**config.mk**
```make
export PLATFORM = sky130hd
export DESIGN_NAME = rf_load_sequencer
export DESIGN_NICKNAME = d
export VERILOG_FILES = /design/src/rtl/rf_load_sequencer.sv
export SDC_FILE = /design/constraint.sdc
export NUM_CORES = 1
export LEC_CHECK = 0
export ABC_AREA = 1
export CAP_MARGIN = 20
export CORE_MARGIN = 2
export CORE_UTILIZATION = 40
export CTS_CLUSTER_DIAMETER = 100
export DETAILED_ROUTE_END_ITERATION = 12
export PLACE_DENSITY = 0.66
export SYNTH_ARGS = -nofsm -noshare
export SYNTH_HDL_FRONTEND = slang
export SYNTH_SLANG_ARGS = --single-unit
export TNS_END_PERCENT = 50
```
**constraint.sdc**
```tcl
create_clock -name clk -period 2.7 [get_ports clk]
set_input_delay 0.54 -clock clk [delete_from_list [all_inputs] [get_ports clk]]
set_output_delay 0.54 -clock clk [all_outputs]
set_load 0.02 [all_outputs]
```
**src/rtl/rf_load_sequencer.sv**
```systemverilog
// Register-file command sequencer: one LOAD32/INC/DEC/CLEAR per handshake, results built in place.
// Latency: LOAD32 done at T+NBYTES+1 (T+2 with short load), INC/DEC/CLEAR done at T+2; all outputs registered.
// Backpressure: cmd_ready high only in IDLE; option macro RF_SHORT_LOAD_EN enables one-cycle byte loads.
module rf_load_sequencer #(
    parameter int DATA_W = 32,
    parameter int DEST_W = 3
) (
    input  logic              clk,
    input  logic              rst,
    input  logic              cmd_valid,
    output logic              cmd_ready,
    input  logic [1:0]        cmd_op,
    input  logic [DEST_W-1:0] cmd_dest,
    input  logic [DATA_W-1:0] cmd_data,
    output logic [2:0]        FunSel,
    output logic [3:0]        RegSel,
    output logic [3:0]        ScrSel,
    output logic [7:0]        I,
    output logic              busy,
    output logic              done
);
    localparam int NBYTES = DATA_W / 8;
    localparam int CNT_W  = (NBYTES > 1) ? $clog2(NBYTES) : 1;

    localparam logic [1:0] OP_LOAD  = 2'b00;
    localparam logic [1:0] OP_INC   = 2'b01;
    localparam logic [1:0] OP_DEC   = 2'b10;

    localparam logic [2:0] FS_DEC   = 3'b000;
    localparam logic [2:0] FS_INC   = 3'b001;
    localparam logic [2:0] FS_LDB   = 3'b010;
    localparam logic [2:0] FS_CLR   = 3'b011;
    localparam logic [2:0] FS_SHIFT = 3'b110;

    typedef enum logic [1:0] {IDLE, SHIFT, OP, DONE} state_t;

    state_t             state_q, state_d;
    logic [CNT_W-1:0]   cnt_q, cnt_d;
    logic [DATA_W-1:0]  data_q, data_d;
    logic [2:0]         fun_q, fun_d;
    logic [3:0]         reg_q, reg_d;
    logic [3:0]         scr_q, scr_d;
    logic [7:0]         i_q, i_d;
    logic               busy_q, busy_d;
    logic               done_q, done_d;
    logic               rdy_q, rdy_d;

    logic [3:0]         dest_reg, dest_scr;
    logic               short_ld;

`ifdef RF_SHORT_LOAD_EN
    assign short_ld = ((cmd_data >> 8) == '0);
`else
    assign short_ld = 1'b0;
`endif

    // Indices 0-3 address R1-R4, 4-7 address S1-S4; anything beyond selects nothing.
    always_comb begin
        dest_reg = 4'b0000;
        dest_scr = 4'b0000;
        if (32'(cmd_dest) < 32'd4)
            dest_reg[cmd_dest[1:0]] = 1'b1;
        else if (32'(cmd_dest) < 32'd8)
            dest_scr[cmd_dest[1:0]] = 1'b1;
    end

    always_comb begin
        state_d = state_q;
        cnt_d   = cnt_q;
        data_d  = data_q;
        fun_d   = fun_q;
        reg_d   = reg_q;
        scr_d   = scr_q;
        i_d     = i_q;
        done_d  = 1'b0;
        case (state_q)
            IDLE: begin
                fun_d = 3'b000;
                reg_d = 4'b0000;
                scr_d = 4'b0000;
                i_d   = 8'h00;
                if (rdy_q && cmd_valid) begin
                    reg_d   = dest_reg;
                    scr_d   = dest_scr;
                    state_d = OP;
                    case (cmd_op)
                        OP_LOAD: begin
                            if (short_ld) begin
                                fun_d = FS_LDB;
                                i_d   = cmd_data[7:0];
                            end else begin
                                state_d = SHIFT;
                                fun_d   = FS_SHIFT;
                                i_d     = cmd_data[DATA_W-1 -: 8];
                                data_d  = cmd_data << 8;
                                cnt_d   = CNT_W'(NBYTES - 1);
                            end
                        end
                        OP_INC:  fun_d = FS_INC;
                        OP_DEC:  fun_d = FS_DEC;
                        default: fun_d = FS_CLR;
                    endcase
                end
            end
            SHIFT: begin
                if (cnt_q == '0) begin
                    state_d = DONE;
                    fun_d   = 3'b000;
                    reg_d   = 4'b0000;
                    scr_d   = 4'b0000;
                    i_d     = 8'h00;
                    done_d  = 1'b1;
                end else begin
                    cnt_d  = cnt_q - CNT_W'(1);
                    i_d    = data_q[DATA_W-1 -: 8];
                    data_d = data_q << 8;
                end
            end
            OP: begin
                state_d = DONE;
                fun_d   = 3'b000;
                reg_d   = 4'b0000;
                scr_d   = 4'b0000;
                i_d     = 8'h00;
                done_d  = 1'b1;
            end
            default: state_d = IDLE;
        endcase
        busy_d = (state_d != IDLE);
        rdy_d  = (state_d == IDLE);
    end

    always_ff @(posedge clk or negedge rst) begin
        if (!rst) begin
            state_q <= IDLE;
            cnt_q   <= '0;
            data_q  <= '0;
            fun_q   <= 3'b000;
            reg_q   <= 4'b0000;
            scr_q   <= 4'b0000;
            i_q     <= 8'h00;
            busy_q  <= 1'b0;
            done_q  <= 1'b0;
            rdy_q   <= 1'b0;
        end else begin
            state_q <= state_d;
            cnt_q   <= cnt_d;
            data_q  <= data_d;
            fun_q   <= fun_d;
            reg_q   <= reg_d;
            scr_q   <= scr_d;
            i_q     <= i_d;
            busy_q  <= busy_d;
            done_q  <= done_d;
            rdy_q   <= rdy_d;
        end
    end

    assign cmd_ready = rdy_q;
    assign FunSel    = fun_q;
    assign RegSel    = reg_q;
    assign ScrSel    = scr_q;
    assign I         = i_q;
    assign busy      = busy_q;
    assign done      = done_q;
endmodule

```
### Word level (Yosys, flattened, before mapping)

Index checks and enable logic that the tools add are counted.

* logic and storage cells: 64
* input port bits: 40
* flip-flop bits (word level): 58

* reductions and logical operators: 11
* add/subtract/negate cells: 1
* $lt $le $gt $ge: 3
* muxes and demuxes: 31
* eq/ne operators: 8

Operator list (count)
* two-way mux 32 bit: 3
* one-hot mux 32 bit (2 select lines): 1
* two-way mux 8 bit: 3
* one-hot mux 4 bit (3 select lines): 2
* one-hot mux 8 bit (3 select lines): 1
* two-way mux 4 bit: 5
* one-hot mux 3 bit (3 select lines): 2
* two-way mux 2 bit: 6
* logical NOT 2 bit: 4
* two-way mux 3 bit: 2
* inequality test 2 bit, second input constant: 3
* one-hot mux 2 bit (3 select lines): 1
* equality test 2 x 1 -> 1 bit, second input constant: 2
* equality test 2 bit, second input constant: 2
* one-hot mux 2 bit (2 select lines): 1
* AND reduction 4 bit: 1
* nonzero test 2 bit: 2
* less-than comparator 2 x 3 -> 1 bit, second input constant: 1
* less-than comparator 3 bit, second input constant: 1
* nonzero test 3 bit: 1
* demux 1 bit (select 2 bit): 1
* >= comparator 2 x 1 -> 1 bit, second input constant: 1
* logical AND 1 bit: 2
* two-way mux 1 bit: 2
* other kinds (4): 4

### Longest topological paths before layout

* depth after elaboration: 7
* gate-level depth with buffers: 9
* gate-level depth less buffers: 8

### Least setup slack after synthesis

OpenSTA, ideal clock, no wires.

* path type: input port to flip-flop
* start point: in cmd_op[1]
* end point: reg data_q[21]
* stages: 9
* setup time: 0.116 ns
* setup slack: 1.135 ns
* arrival time: 1.449 ns
* path buffers: 2
* cells stage by stage: inv_1 ha_1 buf_4 nand2_1 nand2_2 nand2_8 buf_4 nand2_1 nand2_1

* cells in the longest elaborated chain, start to end: 3

RTL lines
* start: declaration: RTL line 12 `input logic [1:0] cmd_op,`
* logical NOT 2 bit: RTL line 86 `case (cmd_op)`
* inequality test 2 x 1 -> 1 bit (no line)
* AND reduction 4 bit (no line)
* end signal: assignment: RTL line 148 `data_q <= data_d;`
* end: declaration: RTL line 39 `logic [DATA_W-1:0] data_q, data_d;`

No other way between the ends.
A chain may end at the register's enable or synchronous reset.

### Final worst setup path

* start point: reg state_q[1]
* end point: reg reg_q[3], in the netlist RegSel[3]

* cells in the longest elaborated chain, start to end: 3
* elaborated cells between the ends (all ways): 7

RTL lines
* start: declaration: RTL line 37 `state_t state_q, state_d;`
* start signal: assignment: RTL line 146 `state_q <= state_d;`
* equality test 2 x 1 -> 1 bit, or another cell as far along: RTL line 76 `case (state_q)`
* inequality test 2 bit (no line) / nonzero test 3 bit (equally long branches)
* AND reduction 2 bit (no line)
* end signal: assignment: RTL line 150 `reg_q <= reg_d;`
* end: declaration: RTL line 41 `logic [3:0] reg_q, reg_d;`

Parallel ways exist; a longest one is shown, timed or not.

==> flow_summary.json <==
{
  "postPlaceCellArea_um2": 3250,
  "grt_start_max_net_pins": 51,
  "gp_congestion": 0.850,
  "yosysSeqAreaShare": 0.478,
  "slowest_delay_ns": 0.49,
  "hold_buffers": 0,
  "clk_pin_slew_ns": 0.10,
  "leakagePower_nw": 1.75,
  "place_hpwl_um": 3900,
  "synth_top_area_cell": "dfrtp_1",
  "p_per_area_nw_per_um2": 1050,
  "slowest_stage": "o21ai_4",
  "fin_skew_ns": 0.00922,
  "path_max_fanout": 26,
  "timing.rr.end": "RegSel[3]",
  "end_kind": "register",
  "drive_gt1_frac": 0.0861,
  "routed-via-count": 2253,
  "period_minus_slack_ns": 1.94,
  "synth_edf_count": 0,
  "coreArea_um2": 6350,
  "crit_arrival_ns": 2.15,
  "grt_pass1_wl_um": 9590,
  "synthDominantCellAreaShare": 0.478,
  "ctsResizeCount": 0,
  "ys_ff_latch": 50,
  "maxSlewViolCount": 0,
  "dr.first_iter.drc_count": 89,
  "clk_path_buf_depth": 2,
  "die_y_um": 84.9,
  "cts_buffers": 5,
  "synth_ff_type": "dfrtp_1",
  "tightest_slew_ns": 0.629,
  "synth_commonest_cells": "nand2_1, dfrtp_1, nand3_1",
  "start_util": 0.412,
  "cts_tree": "yes",
  "dr.pass1.iters": 4,
  "die_area_um2": 7210,
  "relSlewSlack": 0.580,
  "design_area_um2": 3340,
  "yosysMostFrequentCell": "nand2_1",
  "synthArstFlopShare": 1.00,
  "yosysWarnings": 0,
  "tns_ns": 0,
  "finalWirelength_um": 5510,
  "min_path_type": "primary input to async pin",
  "die_w_um": 84.9,
  "cts.sinks": 50,
  "grt_overflow_total": 0,
  "syn_inst": 337,
  "path_class": "register to register",
  "path_cells": "inv_1 > ha_1 > inv_4 > o21ai_4 > inv_2 > nand3_1 > nand2_1",
  "synth_cell_types": 19,
  "drcViolationCount": 0,
  "fmax_mhz": 514,
  "io_pins": 62,
  "drv_cap": 0,
  "avgRoutedWirePerCell_um": 11.7,
  "peakVddDrop_mv": 0.677,
  "routed_via_density": 4.77,
  "syn-cell-area_um2": 2620,
  "grt_pass1_vias": 2134,
  "htreeDepth": 2,
  "hold_viol": 0,
  "grt.total_usage": 0.164,
  "place_ws_ns": 0.499,
  "antenna_found_initial": 0,
  "fin_ws_ns": 0.756,
  "port-buffer-count": 61,
  "reg2reg_depth": 7,
  "syn-mean-instance-area_um2": 7.77,
  "r2r-start": "state_q[1]",
  "critPathBufInv": 3,
  "cp.required_ns": 2.91,
  "status": "finished, final reports clean",
  "finalSetupViolCount": 0,
  "clkLatencyLatePin_ns": 0.31,
  "post-route-util": 0.525,
  "path_delay_family": "compound AO/OA/AOI/OAI gates",
  "antennaDiodeCount": 0,
  "finalNetCount": 443,
  "synth.area.top_cells": "dfrtp_1, nand2_1, nand3_1",
  "syn_nets": 386,
  "rrSetupSlack_ns": 0.76,
  "post-route-period-util": 0.720,
  "syn2layout_area_growth_pct": 27.4,
  "placementRows": 29,
  "antenna_left": 0,
  "cts_root_buffer": "clkbuf_8",
  "postCtsSetupBuffers": 0,
  "rsz0062_at_grt": "false",
  "critPathLaunchType": "register"
}
[routing by layer]
layer  global-route usage  up-vias  routed length [um]
met2                0.291       60                2670
met1                0.201     1026                2510
li1                     -     1160                   -
met4               0.0476        0                  63
met3               0.0340        7                 273
met5                    0        -                   0
[registers in the layout, summed over array words and instances, names as in the netlist, 2 cells and up]
name / count
data_q: 24
I: 8
RegSel: 4
ScrSel: 4
FunSel: 3
cnt_q: 2
state_q: 2
[report_power, final]
group | total [W] | switching [W] | leakage [nW] | internal [W]
clock | 0.000446 | 0.000263 | 0.0441 | 0.000183
combinational | 0.00188 | 0.00121 | 1.05 | 0.000678
sequential | 0.00117 | 0.000143 | 0.647 | 0.00102
[worst max-delay path by stage]
stage          startpoint          to  slack [ns]  cells after the start
2_1_floorplan   cmd_op[1]  data_q[21]        1.13                      9
3_3_place_gp    cmd_op[0]  data_q[10]        0.54                      8
3_5_place_dp    cmd_op[1]   data_q[9]        0.50                      8
4_1_cts        state_q[1]   FunSel[0]        0.72                      7
5_1_grt        state_q[1]   FunSel[0]        0.50                      7
6_report       state_q[1]   RegSel[3]        0.76                      7
[kinds of logic after synthesis]
| logic type | after synthesis | share of synthesized area |
|---|---|---|
| AOI/OAI and AO/OA | 24 | 0.0635 |
| adders and majority gates | 9 | 0.0430 |
| buffers and inverters | 39 | 0.0784 |
| DFF | 50 | 0.478 |
| and+or+nand+nor | 215 | 0.337 |
[cell usage in the layout, fill, tap and decap left out, types with 2 or more instances in the layout]
cell,Yosys,routed
a21oi_1,9,9
buf_4,4,6
clkbuf_8,0,5
clkdlybuf4s50_1,0,60
dfrtp_1,50,50
ha_1,9,9
inv_1,19,19
inv_2,2,2
nand2_1,156,156
nand2_2,6,6
nand3_1,36,36
nor2_1,16,16
o21ai_0,4,4
o21ai_2,8,8
[through the flow]
step	instances	hold slack (ns)	total power (W)
2_1_floorplan	337	0.244	0.00272
3_3_place_gp	464	0.454	0.00304
3_5_place_dp	464	0.460	0.00310
4_1_cts	472	0.355	0.00355
5_1_grt	472	0.385	0.00386
6_report	472	0.316	0.00350
[layout make-up]
cell class / instances / area [um2]
multi-input cells: 248 / 1160
clock inverters: 3 / 21.3
well taps: 77 / 96.3
fillers: 612 / 3010
clock buffers: 5 / 68.8
repair buffers: 67 / 651
inverters: 22 / 85.1
flip-flops and latches: 50 / 1250
No activity file was read; power rests on OpenSTA's default activity.
